$ cat config.mk
export PLATFORM = sky130hd
export DESIGN_NAME = kpn_bcast_fifo
export DESIGN_NICKNAME = d
export VERILOG_FILES = /design/src/rtl/kpn_bcast_fifo.sv
export SDC_FILE = /design/constraint.sdc
export NUM_CORES = 1
export LEC_CHECK = 0
export CORE_MARGIN = 2
export CORE_UTILIZATION = 45
export CTS_CLUSTER_SIZE = 28
export DETAILED_ROUTE_END_ITERATION = 10
export PLACE_DENSITY = 0.77
export SKIP_CTS_REPAIR_TIMING = 1
export SYNTH_ARGS = -nofsm -noshare
export SYNTH_HDL_FRONTEND = slang
export SYNTH_SLANG_ARGS = --single-unit
$ cat constraint.sdc
create_clock -name clk -period 5.1 [get_ports clk]
set_clock_uncertainty 0.15 [all_clocks]
set_input_delay 0.765 -clock clk [delete_from_list [all_inputs] [get_ports clk]]
set_output_delay 0.765 -clock clk [all_outputs]
set_load 0.01 [all_outputs]
$ cat src/rtl/kpn_bcast_fifo.sv
// kpn_bcast_fifo: single-producer, multi-reader broadcast FIFO.
// Every accepted token is delivered once to each of READERS consumers, in
// write order, with first-word-fall-through heads. One shared write pointer,
// one read pointer per reader; occupancy of the slowest reader sets full/level.
// Optional statistics (hwm, drops) are built when KPN_FIFO_STATS_EN is defined.

// Per-reader port: read pointer, occupancy and empty flag for one consumer.
module kpn_bcast_rdport #(
  parameter int PW = 4,
  parameter int AW = 3
) (
  input  logic          clk,
  input  logic          rst,
  input  logic          rd,
  input  logic [PW-1:0] wptr,
  output logic [AW-1:0] raddr,
  output logic [PW-1:0] occ,
  output logic          empty
);
  logic [PW-1:0] rptr;

  // Pointers carry a wrap bit, so plain modulo subtraction gives occupancy.
  assign occ   = wptr - rptr;
  assign empty = (occ == '0);
  assign raddr = rptr[AW-1:0];

  // Pop only when this reader has a token; reads while empty are ignored.
  always_ff @(posedge clk) begin
    if (rst)              rptr <= '0;
    else if (rd && !empty) rptr <= rptr + PW'(1);
  end
endmodule

module kpn_bcast_fifo #(
  parameter int WIDTH   = 16,
  parameter int DEPTH   = 8,
  parameter int READERS = 2,
  localparam int AW     = $clog2(DEPTH),
  localparam int PW     = AW + 1
) (
  input  logic                       clk,
  input  logic                       rst,
  input  logic                       wr,
  input  logic [WIDTH-1:0]           entry_1,
  output logic                       full,
  input  logic [READERS-1:0]         rd,
  output logic [READERS*WIDTH-1:0]   output_1,
  output logic [READERS-1:0]         empty,
  output logic [PW-1:0]              level,
`ifdef KPN_FIFO_STATS_EN
  output logic [PW-1:0]              hwm,
  output logic [15:0]                drops,
`endif
  output logic                       overflow
);
  logic [WIDTH-1:0]              mem [DEPTH];
  logic [PW-1:0]                 wptr;
  logic [READERS-1:0][AW-1:0]    raddr;
  logic [READERS-1:0][PW-1:0]    occ;
  logic                          wr_ok;
  logic                          wr_drop;

  // One read port per consumer; heads are read asynchronously (FWFT).
  for (genvar g = 0; g < READERS; g++) begin : g_rd
    kpn_bcast_rdport #(.PW(PW), .AW(AW)) u_rdport (
      .clk   (clk),
      .rst   (rst),
      .rd    (rd[g]),
      .wptr  (wptr),
      .raddr (raddr[g]),
      .occ   (occ[g]),
      .empty (empty[g])
    );
    assign output_1[g*WIDTH +: WIDTH] = mem[raddr[g]];
  end

  // Level is the occupancy of the slowest reader.
  always_comb begin
    level = '0;
    for (int i = 0; i < READERS; i++)
      if (occ[i] > level) level = occ[i];
  end

  assign full    = (level == PW'(DEPTH));
  assign wr_ok   = wr && !full;
  assign wr_drop = wr && full;

  // Write pointer and overflow pulse; a write is judged on pre-edge full.
  always_ff @(posedge clk) begin
    if (rst) begin
      wptr     <= '0;
      overflow <= 1'b0;
    end else begin
      if (wr_ok) wptr <= wptr + PW'(1);
      overflow <= wr_drop;
    end
  end

  // Storage is not reset; contents are only observed while a reader is non-empty.
  always_ff @(posedge clk) begin
    if (wr_ok && !rst) mem[wptr[AW-1:0]] <= entry_1;
  end

`ifdef KPN_FIFO_STATS_EN
  logic [PW-1:0] hwm_q;

  // High-water mark includes the current level so it never lags a peak.
  assign hwm = (level > hwm_q) ? level : hwm_q;

  // Track peak level and count rejected writes, saturating the counter.
  always_ff @(posedge clk) begin
    if (rst) begin
      hwm_q <= '0;
      drops <= '0;
    end else begin
      if (level > hwm_q) hwm_q <= level;
      if (wr_drop && drops != 16'hFFFF) drops <= drops + 16'd1;
    end
  end
`endif
endmodule

## Word level (Yosys, flattened, before mapping)

Memory sizes are Yosys's and may differ from the RTL's. A register that Yosys moved wholly into a read port is not among the register bits.
Cells that the tools add are included.

- Word-level logic and storage cells: 32
- Memory bits (writable): 128
- Memories kept: 1
- Register bits after elaboration: 13

Memory list:

| memory | words | width | read ports | clocked after Yosys merged registers in | wr ports | RTL line | source |
|---|---|---|---|---|---|---|---|
| mem | 8 | 16 | 2 | 2 | 1 | 56 | `logic [WIDTH-1:0] mem [DEPTH];` |

- Equality and inequality tests: 1
- $lt $le $gt $ge: 2
- Reductions and logical operators: 11
- $add $sub $neg: 5
- Mux-type cells: 8

Operators with widths:

| cell | number |
|---|---|
| $add A4 B1 Y4 const B | 3 |
| $mux W3 | 4 |
| $logic_not A4 Y1 | 2 |
| $mux W4 | 2 |
| $sub A4 B4 Y4 | 2 |
| $logic_and A1 B1 Y1 | 5 |
| $eq A4 B4 Y1 const B | 1 |
| $gt A4 B1 Y1 const B | 1 |
| $gt A4 B4 Y1 | 1 |
| $logic_not A1 Y1 | 4 |
| $mux W1 | 2 |

## Longest topological paths before layout

Gate-level depths: netlist of run 1.

- Word-level depth: 11
- Mapped depth: 13
- Gate-level depth less buffers: 12

## Cells and area by module

A second synthesis of run 1 with hierarchy kept.

- Cell total of the unflattened synthesis: 401
- Area total of the unflattened synthesis: 6993.0 um^2

By module, submodules not included:

| module | area an instance (um^2) | cells each | instances | sequential area each (um^2) |
|---|---|---|---|---|
| kpn_bcast_fifo | 6239.7 | 307 | 1 | 3943.8 |
| kpn_bcast_rdport | 376.6 | 47 | 2 | 80.1 |

## Worst setup path before layout of run 1

OpenSTA, ideal clock, no wires.

- Path kind: register to register
- From: reg wptr[0]
- To: mem mem[4][0] (enable)
- Setup slack: 173 ps
- Buffers on the path: 1
- Cell stages (with the launch flop): 14
- Arrival time: 4347 ps
- Setup time: 430 ps
- Cells stage by stage: dfxtp_1 > inv_1 > ha_1 > inv_1 > fa_1 > xnor2_1 > inv_1 > ha_1 > a211o_1 > o211ai_1 > nor4_2 > or2_1 > buf_6 > nor4_1

- Word-level cells in the longest chain between the ends: 11

Ends and longest elaborated chain:

| item | RTL line | source |
|---|---|---|
| from (decl) | 57 | `logic [PW-1:0] wptr;` |
| from (signal assigned) | 94 | `if (wr_ok) wptr <= wptr + PW'(1);` |
| $sub A4 B4 Y4 | 23 | `assign occ = wptr - rptr;` |
| $gt A4 B1 Y1 | 81 | `if (occ[i] > level) level = occ[i];` |
| $mux W4 | 81 |  |
| $gt A4 B4 Y1 | 81 |  |
| $mux W4 (*) | 81 |  |
| $eq A4 B4 Y1 (*) | 84 | `assign full = (level == PW'(DEPTH));` |
| named net full | 45 | `output logic full,` |
| $logic_not A1 Y1 (*) | 85 | `assign wr_ok = wr && !full;` |
| $logic_and A1 B1 Y1 (*) | 85 |  |
| $logic_and A1 B1 Y1 (*) | 101 | `if (wr_ok && !rst) mem[wptr[AW-1:0]] <= entry_1;` |
| $mux W1 (*) | 101 |  |
| $mux W1 (implied by the code) (*) | 101 |  |
| to (decl) | 56 |  |

The timed path passes the listed nets; every way through them passes the cells marked *.

## Final worst setup path of run 1

- From: reg wptr[0]
- To: out full

- Word-level cells in the longest chain between the ends: 6

Ends and longest elaborated chain:

| item | RTL line |
|---|---|
| $sub A4 B4 Y4 | 23 |
| $gt A4 B1 Y1 | 81 |
| $mux W4 | 81 |
| $gt A4 B4 Y1 | 81 |
| $mux W4 (*) | 81 |
| $eq A4 B4 Y1 (*) | 84 |
| to (decl) | 45 |

Every way passes the cells marked *; elsewhere a longest branch is shown, timed or not.

==> metrics, run 1 <==
outcome=complete, no violations; R2R Path Start=wptr[0]; vias in the first global route=a little over 4k; Overflow after GRT=0; VDD IR max=between 0.0008 and 0.0009 V; FMAX=202 MHz; RSZ-0062 raised after global routing=no; CTS max path bufs=2; Syn Area/Cell=18.1 sq um; clock-pin slew on the worst setup and hold paths=0.06 ns; CTS tree=yes; Hold Crit Depth=2; # diodes=0; root buffer cell=clkbuf_16; Area after DPL=7840 sq um; Ys Warns=0; Total GRT Usage=0.190; # IOs=just over 60; R2R depth=13; Post-Syn Nets=421; pre-CTS setup slack=0.278 ns; Synth top area share=0.551; H-tree depth=4; Final Hold Viols=0; Slew HR=0.286; Final Cycle Share=0.970; DRC Markers=0; sequential cell area=4230 sq um; final hold slack=0.375 ns; slowest CP cell=clkdlybuf4s50_1; Final min period=4.95 ns; PortBufs=60; max_cap viols=0; Final Worst Setup Slack=0.154 ns; initial antenna violation count=0; nets=490; area of the multi-input gates=2660 sq um; area leader, netlist=edfxtp_1; NetSw=0.00163 W; Sequential Power Share=0.304; # rows=45; routability cong.=0.810; combinational fraction of design power=0.445; largest net degree at the start of global routing=23; ranking of synthesized cells by area=edfxtp_1 (55%), mux4_2 (21%), dfxtp_1 (5.5%), mux2_2 (5.3%), ha_1 (2.3%); Vias=approximately 4.0k; first-pass GRT wire length=22600 um; Clock Power Share=0.250; Crit path required time=4.18 ns; WHS Endpoint=g_rd[0].u_rdport.rptr[3]; fillers=around 1.1k; post-synthesis sequential area ratio=0.605; final WL=roughly 15000 um; Syn-to-layout area delta=22.0%; layout cells sized above 1=0.345; Detailed Routing Iterations Pass 1=4; critical-path cell list=inv_1, ha_1, inv_1, fa_1, xnor2_2, inv_1, ha_1, a211o_1, o211ai_1, o2111a_2, or2_4, clkdlybuf4s50_1; crit path max fanout=10; Cell variety after synth=43; Starting DRT DRC Count=371; overall die height=129 um; Die ar.=16500 sq um; sum of negative setup slack=0 ns; wire per inst=approximately 22 um; static leakage=2.76 nW; worst-margin pin slew=approximately 1.1 ns; P_int=0.00351 W; Worst Setup End Kind=primary output; antenna viol nets, final=0; final setup violation count=0; Starting Density=0.459; CP dominant cell by count=inv_1; Data arrival, critical path=slightly above 4 ns; clk_lat worst skew=0.41 ns; Hold/Removal Path Class=flop to flop; type of origin of the critical path=flop; Mapped Cells=around 390; Die W=129 um; hold wc startpoint=g_rd[0].u_rdport.rptr[3]; synthesized flop and latch total=147; Critical Path Start=wptr[0]; worst reg2reg setup slack=1.00 ns; Via-to-Cell Ratio=6.08; Num CTS Buffers=17; Final Cell Area=8510 sq um; core area=between 15000 and 20000 sq um; Final Util=0.560; mapped cell area=6980 sq um; CP max stage delay=0.56 ns; clk sinks=147; Setup Crit Path Kind=flop to primary output; r2r endpoint=mem[6][6]; HPWL Detailed=9070 um; sw frac=0.317; Final Max Slew Viols=0; Power Density=604 nW/um^2
-- power groups by stage --
stage / Clock (W) / Combinational, W / Sequential, W
after detailed placement: 0 / 0.00221 / 0.00159
after global routing: 0.00136 / 0.00247 / 0.00159
after CTS: 0.00131 / 0.00223 / 0.00157
after floorplan: 0 / 0.00148 / 0.00150
final: 0.00129 / 0.00229 / 0.00156
after global placement: 0 / 0.00216 / 0.00158
-- synthesized netlist by cell type (all sizes together) --
master	count
nor2b	1
and3	3
or4	2
mux2i	4
buf	12
a21oi	11
nor2	13
fa	2
nand4	2
clkbuf	11
or3	3
a211o	1
o311ai	1
o21ai	5
o2111a	1
mux2	33
inv	11
nor4	3
xnor2	5
nand3	3
nor3	7
ha	13
o211ai	1
nand3b	5
or2	3
mux4	64
o211a	1
xor2	3
edfxtp	128
nor3b	1
nand2	5
dfxtp	19
o31ai	4
and3b	2
nand2b	2
-- worst max-delay path: cells and delay by family, from the launching register on --
family / cells / cell delay, ns
XOR/XNOR: 1 / 0.24
AND/OR/NAND/NOR: 1 / 0.23
flip-flops: 1 / 0.39
buffers and inverters: 4 / 0.87
adder cells (fa/ha/maj): 3 / 0.91
AO/OA/AOI/OAI: 3 / 0.98
-- metrics by stage --
stage	cells	power, W
global route	655	0.00541
detailed placement	622	0.00381
CTS	654	0.00511
floorplan	385	0.00298
global placement	622	0.00374
finish	655	0.00514
-- placed cells by master, fill, tap and decap left out, drive strengths merged, types with 3 or more instances in the layout --
| cell type | instances |
|---|---|
| o21ai | 5 |
| inv | 11 |
| clkinv | 3 |
| ha | 13 |
| dfxtp | 19 |
| buf | 13 |
| edfxtp | 128 |
| a21oi | 11 |
| nand2 | 5 |
| mux4 | 64 |
| nor3 | 7 |
| mux2i | 4 |
| o31ai | 4 |
| clkdlybuf4s50 | 60 |
| xor2 | 3 |
| nand3 | 3 |
| nor4 | 3 |
| or3 | 3 |
| or2 | 3 |
| mux2 | 33 |
| nor2 | 13 |
| nand3b | 5 |
| xnor2 | 5 |
| and3 | 3 |
| clkbuf | 28 |
-- sequential cells by signal, summed over array words and instances, names as in the netlist, named ones only --
| name | flops |
|---|---|
| mem | 128 |
| overflow | 1 |
| g_rd.u_rdport.rptr | 8 |
| wptr | 4 |
-- area by class of cell --
| type | count | area share |
|---|---|---|
| clock buffers | 28 | 0.0732 |
| clock inverters | 4 | 0.00265 |
| inverters | 11 | 0.00485 |
| multi-input cells | 204 | 0.313 |
| flip-flops and latches | 147 | 0.497 |
| well taps | 188 | 0.0276 |
| repair buffers | 73 | 0.0820 |
-- logic make-up after synthesis --
logic type / Yosys count / share of synthesized area
adders and majority gates: 15 / 0.0291
buffers and inverters: 34 / 0.0215
and+or+nand+nor: 55 / 0.0450
DFF: 147 / 0.605
xor gates and xnor gates: 8 / 0.0100
AOI/OAI and AO/OA: 25 / 0.0233
muxes: 101 / 0.266
-- worst max path at each step --
stage / endpoint / slack (ns) / cells past startpoint
after floorplan: mem[4][0] / 0.17 / 13
after global placement: full / 0.50 / 12
after detailed placement: full / 0.28 / 12
after CTS: full / -0.20 / 12
after global routing: full / 0.01 / 12
final: full / 0.15 / 12
-- metal layers --
| layer | wire [um] | part of all wire | track usage |
|---|---|---|---|
| met1 | 5990 | 0.41 | 0.236 |
| met2 | 7690 | 0.52 | 0.331 |
| met3 | 906 | 0.061 | 0.0449 |
| met4 | 148 | 0.010 | 0.0595 |
| met5 | 0 | 0 | 0 |
No activity file was read; power rests on OpenSTA's default activity.
==> inputs of run 2 (changes only) <==
REMOVE_ABC_BUFFERS = 1   (was unset)
==> metrics, run 2 (same netlist as run 1, synthesis figures left out) <==
final setup violation count=0; final hold slack=0.348 ns; outcome=complete, no violations; routability cong.=0.859; Detailed Routing Iterations Pass 1=4; Vias=3903; fillers=about 1.1k; met1 GRT Util=0.229; slowest CP cell=clkdlybuf4s50_1; Die W=129 um; CTS max path bufs=2; Final Cycle Share=0.940; Data arrival, critical path=roughly 3.9 ns; DRC Markers=0; # IOs=61; FMAX=209 MHz; crit path max fanout=8; layout cells sized above 1=0.343; final cell count without fillers=660; Slew HR=0.309; final WL=14700 um; CTS tree=yes; Setup Crit Path Kind=flop to primary output; initial antenna violation count=0; Final Cell Area=between 8000 and 9000 sq um; clock-pin slew on the worst setup and hold paths=~0.05 ns; # rows=45; Crit path required time=4.18 ns; Overflow after GRT=0; root buffer cell=clkbuf_16; Final Max Slew Viols=0; # diodes=0; most common cell after layout, fill and taps aside=edfxtp_1; GRT met3 Usage=0.0503; Most Used Layer, Global Route=met2; most frequent cells in the layout=edfxtp_1 (128), mux4_2 (64), clkdlybuf4s50_1 (60); vias in the first global route=4130; area of the multi-input gates=between 2000 and 3000 sq um; Final min period=around 4.8 ns; Num CTS Buffers=17; RSZ-0062 raised after global routing=no; Syn-to-layout area delta=22.0%; largest net degree at the start of global routing=33; sequential cell area=roughly 4200 sq um; Total GRT Usage=0.189; PortBufs=60; worst-margin pin slew=1.04 ns; core area=15200 sq um; Starting Density=0.459; H-tree depth=4; max reg flops=approximately 130; static leakage=2.75 nW; first-pass GRT wire length=22700 um; overall die height=129 um; met2 Use GR=0.331; Die ar.=16500 sq um; HPWL Detailed=9010 um; Starting DRT DRC Count=305; Via-to-Cell Ratio=just under 6; Worst Setup End Kind=primary output; critical-path cell list=inv_1, ha_1, inv_1, fa_1, xnor2_1, inv_1, ha_1, a211o_1, o211ai_1, o2111a_2, or2_4, clkdlybuf4s50_1; Final Hold Viols=0; CP max stage delay=around 0.54 ns; wire per inst=22.2 um; sum of negative setup slack=0 ns; clk sinks=approximately 150; Placed Cells=623; Power Density=611 nW/um^2; Hold/Removal Path Class=flop to flop; VDD IR max=0.000722 V; antenna viol nets, final=0; nets=about 500; max_cap viols=0; clk_lat worst skew=0.42 ns; type of origin of the critical path=flop; CP dominant cell by count=inv_1; Area after DPL=a little under 8000 sq um
## run 2: cell count changes in the layout (fill, tap and decap cells not counted)
cell / change
buf_4: +5
bufinv_16: +3
clkbuf_1: +2
clkbuf_16: -5
clkbuf_8: -1
clkinv_2: -1
clkinvlp_4: +1
inv_6: +1
nor4_2: -1
nor4_4: +1
xnor2_1: +2
xnor2_2: -2
## run 2: final timing paths
kind | end | slack, ns | cells past startpoint | start
setup / recovery | full | 0.31 | 12 | wptr[0]
setup reg to reg | mem[1][2] | 0.70 | 15 | wptr[0]
hold reg to reg | g_rd[0].u_rdport.rptr[3] | 0.35 | 2 | g_rd[0].u_rdport.rptr[3]
hold / removal | g_rd[0].u_rdport.rptr[3] | 0.35 | 2 | g_rd[0].u_rdport.rptr[3]
## run 2: critical path, delay by kind of cell (launching register included)
family / cells / cell delay (ns)
XOR/XNOR: 1 / 0.25
flip-flops: 1 / 0.39
buffers and inverters: 4 / 0.83
AND/OR/NAND/NOR: 1 / 0.19
AO/OA/AOI/OAI: 3 / 0.90
adder cells (fa/ha/maj): 3 / 0.90
## run 2: metrics by stage
| stage | worst slack (ns) | total power, W | utilization |
|---|---|---|---|
| after global routing | 0.0396 | 0.00548 | 0.560 |
| after floorplan | 0.152 | 0.00291 | - |
| after global placement | 0.498 | 0.00374 | 0.516 |
| final | 0.306 | 0.00520 | 0.560 |
| after detailed placement | 0.361 | 0.00381 | 0.516 |
| after CTS | -0.0991 | 0.00510 | 0.557 |
## run 2: where the power goes
part / switching, W / internal [W] / leakage, nW
clock: 0.000452 / 0.000821 / 0.297
sequential: 0.000123 / 0.00143 / 1.31
combinational: 0.00108 / 0.00131 / 1.15
total: 0.00165 / 0.00355 / 2.75
## run 2: cell type report
class | instances | area share
Clock buffer | 24 | 0.0578
Timing Repair Buffer | 78 | 0.0864
Tap cell | 188 | 0.0276
Multi-Input combinational cell | 204 | 0.312
Clock inverter | 8 | 0.0146
Sequential cell | 147 | 0.497
Inverter | 11 | 0.00485
## run 2: layer usage
metal  share of wire  up-vias  wire length (um)
li1                -     1732                 -
met1            0.39     2017              5680
met2            0.53      135              7730
met3           0.070       19              1030
met4           0.016        0               235
met5               0        -                 0
==> RTL change 1, RTL diff (config.mk and constraints of run 1) <==
The output `overflow` loses its register stage (`overflow` becomes a continuous assignment).
--- a/src/rtl/kpn_bcast_fifo.sv
+++ b/src/rtl/kpn_bcast_fifo.sv
@@ -89,12 +89,12 @@
   always_ff @(posedge clk) begin
     if (rst) begin
       wptr     <= '0;
-      overflow <= 1'b0;
     end else begin
       if (wr_ok) wptr <= wptr + PW'(1);
-      overflow <= wr_drop;
     end
   end
+
+  assign overflow = wr_drop;
 
   // Storage is not reset; contents are only observed while a reader is non-empty.
   always_ff @(posedge clk) begin
Check against the original RTL: not equivalent (Yosys sat finds a counterexample within 10 cycles, from zero or initial values and one cycle with rst high).
==> RTL change 1 against run 1 <==
Global-route usage about the same. Power decreased by 2.0%. Sequential cell count decreased by 1. Worst setup slack improved by 0.081 ns. Final area decreased by 0.87%. Sequential share of layout area increased by 0.20 points. Largest power group unchanged. Register-to-register slack improved by 0.14 ns. Synthesized area about the same. Routed wire length decreased by 2.2%. Final cell count increased by 0.15%.
==> RTL change 1: results (changes against run 1) <==
{| class="wikitable"
! Metric !! Value
|-
| Clock Network Area Fraction || 0.0653 (was 0.0759)
|-
| Vias in the first global route || 4,183 (was 4,071)
|-
| Met3 track demand over resource || 0.0416 (was 0.0449)
|-
| Iter 0 DRT Violations || 425 (was 371)
|-
| Sequential share of the synthesized area || 0.603 (was 0.605)
|-
| Signal buffers share of area || 0.0845 (was 0.0820)
|-
| Proportion of layout cells with a drive suffix above 1 || 0.350 (was 0.345)
|-
| HP Start || g_rd[0].u_rdport.rptr[3] (unchanged)
|-
| Ant diodes || 0 (unchanged)
|-
| Pin count of the biggest net entering global routing || 33 (was 23)
|-
| Status || completed (unchanged)
|-
| Uppermost metal layer occupied by signal nets || met4 (unchanged)
|-
| Area of the multi-input gates || 0.00269 mm^2 (was 0.00266 mm^2)
|-
| Ratio of routed vias to standard cells || 5.78 (was 6.08)
|-
| LEAKAGE || 2.71 nW (was 2.76 nW)
|-
| Delay contributed by the slowest stage of the critical path || 0.53 ns (was 0.56 ns)
|-
| Global-route wire length before repair || 22,900 um (was 22,600 um)
|-
| Met1 usage || 0.243 (was 0.236)
|-
| Total cell area at the placement stage || 0.00786 mm^2 (was 0.00784 mm^2)
|-
| Detailed placement HPWL || 9300 um (was 9070 um)
|-
| Wire length per cell after detailed routing || 22.0 um (was 22.5 um)
|-
| Number of nets produced by synthesis || 420 (was 421)
|-
| Final Net Count || 491 (was 490)
|-
| Syn Area/Cell || 18.2 um^2 (was 18.1 um^2)
|-
| Number of distinct library cells after synthesis || 44 (was 43)
|-
| Root buffer cell || clkbuf_16 (unchanged)
|-
| Non-clock buffer count in the final layout || 75 (was 73)
|-
| Detailed route wirelength on metal2 || 7670 um (was 7690 um)
|-
| Total number of yosys warnings || 0 (unchanged)
|-
| Clk sinks || 146 (was 147)
|-
| Data arrival at the endpoint of the critical path || 3.95 ns (was 4.03 ns)
|-
| GR Util met2 || 0.330 (was 0.331)
|-
| Kind of cell adding the most delay to the critical path || adder cells (was compound AO/OA/AOI/OAI gates)
|-
| Count of filler cells inserted in the layout || 1,148 (was 1,140)
|-
| Met1 Routed Length || 5750 um (was 5990 um)
|-
| Met3 routed wirelength || 857 um (was 906 um)
|-
| Synth area leaders || edfxtp_1, mux4_2, mux2_2 (was edfxtp_1, mux4_2, dfxtp_1)
|-
| Fraction of standard cell area that is sequential || 0.499 (was 0.497)
|-
| Largest vdd supply drop || 0.000772 V (was 0.000867 V)
|-
| RePlAce Congestion || 0.830 (was 0.810)
|-
| Synth cell count leaders || edfxtp_1, mux4_2, mux2_2 (unchanged)
|-
| # clk buffers || 18 (was 28)
|-
| Pint || 3.40 mW (was 3.51 mW)
|-
| Max-slew headroom || 0.325 (was 0.286)
|-
| Combined global-route utilization of all metal layers || 0.189 (was 0.190)
|}
-- RTL change 1: cell types whose count changed after synthesis, sizes merged --
cell          run 1  this run
and2b             0         1
nor2b             1         0
and2              0         1
and3b             2         1
dfxtp            19        18
-- RTL change 1: through the flow --
| step | setup TNS, ns | setup slack [ns] | cells | util |
|---|---|---|---|---|
| CTS | -0.170 | -0.145 | 656 | 0.555 |
| global route | 0 | 0.0242 | 656 | 0.557 |
| floorplan | 0 | 0.205 | 384 | - |
| global placement | 0 | 0.417 | 624 | 0.519 |
| finish | 0 | 0.236 | 656 | 0.557 |
| detailed placement | 0 | 0.311 | 624 | 0.519 |
-- RTL change 1: cell families (layout without fill, tap and decap cells) --
logic type	count (synthesis)	after routing	synth area share
buffers and inverters	34	118	0.0215
adders and majority gates	15	15	0.0291
and+or+nand+nor	55	55	0.0466
muxes	101	101	0.266
xor gates and xnor gates	8	8	0.0100
AOI/OAI and AO/OA	25	25	0.0242
DFF	146	146	0.603
-- RTL change 1: worst paths after layout --
| kind | slack [ns] | cells after the start | endpoint |
|---|---|---|---|
| max | 0.24 | 13 | overflow |
| min | 0.38 | 2 | g_rd[0].u_rdport.rptr[3] |
| max reg2reg | 1.14 | 13 | mem[4][4] |
| min reg2reg | 0.38 | 2 | g_rd[0].u_rdport.rptr[3] |
-- RTL change 1: power by group through the flow --
stage	clock [mW]	sequential (mW)	combinational (mW)
after floorplan	0	1.49	1.53
after global placement	0	1.55	2.25
after detailed placement	0	1.56	2.29
after CTS	1.16	1.54	2.32
after global routing	1.22	1.56	2.57
final	1.14	1.54	2.36
-- RTL change 1: tightest hold or removal path, cell delays in order, from the launching register on --
cell	delay, ns
dfxtp_1	0.33
o21ai_0	0.08
a21oi_1	0.06
==> RTL change 2, RTL diff (flow settings as in run 1) <==
Made on the original files. `DEPTH`: 8 -> 4.
--- a/src/rtl/kpn_bcast_fifo.sv
+++ b/src/rtl/kpn_bcast_fifo.sv
@@ -33,7 +33,7 @@
 
 module kpn_bcast_fifo #(
   parameter int WIDTH   = 16,
-  parameter int DEPTH   = 8,
+  parameter int DEPTH   = 4,
   parameter int READERS = 2,
   localparam int AW     = $clog2(DEPTH),
   localparam int PW     = AW + 1
Ports: changed (resized level); port bits go from 61 to 60. No check against the original RTL was run, so the function may have changed too.
==> RTL change 2 against run 1 <==
Synthesized area down 48%. Sequential share of layout area down 1.3 points. Count of clock-buffer cells in the layout down 18. Combinational power down 32%. Worst setup slack better by 0.27 ns. Sequential cell count down 69. Final area down 47%. Non-clock buffer count down 8. Power down 42%. Routed wire length down 55%. Critical path type unchanged. Highest routed layer unchanged.
==> RTL change 2: results (changes against run 1) <==
{| class="wikitable"
! Metric !! Value
|-
| Data arrival at the endpoint of the critical path || 3.76 ns (was 4.03 ns)
|-
| Number of CTS-inserted buffers || 9 (was 17)
|-
| Detailed placement HPWL || 4560 um (was 9070 um)
|-
| Pin count of the biggest net entering global routing || 20 (was 23)
|-
| RePlAce Congestion || 0.869 (was 0.810)
|-
| Ratio of routed vias to standard cells || 5.37 (was 6.08)
|-
| Synth cell count leaders || edfxtp_1, mux4_2, dfxtp_1 (was edfxtp_1, mux4_2, mux2_2)
|-
| Count of filler cells inserted in the layout || 605 (was 1,140)
|-
| Largest vdd supply drop || 0.000795 V (was 0.000867 V)
|-
| Clk_lat worst skew || 0.33 ns (was 0.41 ns)
|-
| Number of distinct library cells after synthesis || 38 (was 43)
|-
| Number of enable-type register cells in the synthesized netlist || 64 (was 128)
|-
| Max-slew headroom || 0.290 (was 0.286)
|-
| Critical path fanouts, max || 7 (was 10)
|-
| Delay contributed by the slowest stage of the critical path || 0.60 ns (was 0.56 ns)
|-
| Global-route wire length before repair || 10,500 um (was 22,600 um)
|-
| Total cell area at the placement stage || 0.00434 mm^2 (was 0.00784 mm^2)
|-
| Wire length per cell after detailed routing || 17.8 um (was 22.5 um)
|-
| Synth area leaders || edfxtp_1, mux4_2, dfxtp_1 (unchanged)
|-
| Number of nets produced by synthesis || 240 (was 421)
|-
| Iter 0 DRT Violations || 91 (was 371)
|-
| Number of flip-flops in the largest register || 64 (was 128)
|-
| CTS H-tree depth || 3 (was 4)
|-
| Status || completed (unchanged)
|-
| Router iterations before antenna repair || 4 (unchanged)
|-
| Final Net Count || 302 (was 490)
|-
| Sequential share of the synthesized area || 0.609 (was 0.605)
|-
| Number of I/O port buffers || 59 (was 60)
|-
| Combined global-route utilization of all metal layers || 0.163 (was 0.190)
|-
| Vias in the first global route || 2,048 (was 4,071)
|-
| Root buffer cell || clkbuf_8 (was clkbuf_16)
|-
| Post-route clock period utilization || 0.916 (was 0.970)
|-
| LEAKAGE || 1.56 nW (was 2.76 nW)
|-
| Proportion of layout cells with a drive suffix above 1 || 0.231 (was 0.345)
|}
## RTL change 2: path summary, 6_finish.rpt
check                              from          to  slack [ns]  depth (start not counted)
worst max register to register  wptr[0]  mem[1][13]        1.45                         12
worst min-delay path            wptr[1]     wptr[1]        0.37                          2
worst max-delay path            wptr[0]        full        0.43                         11
worst min register to register  wptr[1]     wptr[1]        0.37                          2
## RTL change 2: through the flow
| stage | setup slack (ns) | power, mW | hold slack, ns | utilization | std cells |
|---|---|---|---|---|---|
| floorplan | 0.266 | 1.88 | 0.332 | - | 206 |
| global placement | 0.901 | 2.47 | 0.360 | 0.558 | 359 |
| detailed placement | 0.781 | 2.50 | 0.359 | 0.558 | 359 |
| CTS | 0.399 | 3.00 | 0.371 | 0.586 | 375 |
| global route | 0.173 | 3.16 | 0.419 | 0.586 | 375 |
| finish | 0.427 | 2.96 | 0.367 | 0.586 | 375 |
## RTL change 2: cells by family (layout without fill, tap and decap cells)
kind of cell,count (synthesis),after routing,synth area share
AO/OA/AOI/OAI,10,10,0.0207
AND/OR/NAND/NOR,38,38,0.0560
flip-flops,78,78,0.609
multiplexers,36,36,0.213
adder cells (fa/ha/maj),13,13,0.0491
buffers and inverters,25,92,0.0304
XOR/XNOR,6,6,0.0221
## RTL change 2: worst max-delay path, delay by kind of cell (launching register included)
family	cells	cell delay, ns
DFF	1	0.38
muxes	1	0.29
xor gates and xnor gates	1	0.30
buffers and inverters	3	0.78
and+or+nand+nor	1	0.37
adders and majority gates	3	0.93
AOI/OAI and AO/OA	2	0.37
## RTL change 2: final cells by class
cell class / count / share of cell area
clock inverters: 6 / 0.0187
inverters: 11 / 0.00908
repair buffers: 65 / 0.140
multi-input cells: 103 / 0.292
clock buffers: 10 / 0.0281
flip-flops and latches: 78 / 0.484
well taps: 102 / 0.0281
## RTL change 2: report_power, final
part | internal (mW) | switching (mW)
clock network | 0.275 | 0.216
logic | 0.859 | 0.706
registers | 0.800 | 0.103
## RTL change 2: per-layer routing
metal,track usage,part of all wire
met1,0.216,0.44
met2,0.272,0.50
met3,0.0353,0.051
met4,0.0507,0.0071
met5,0,0
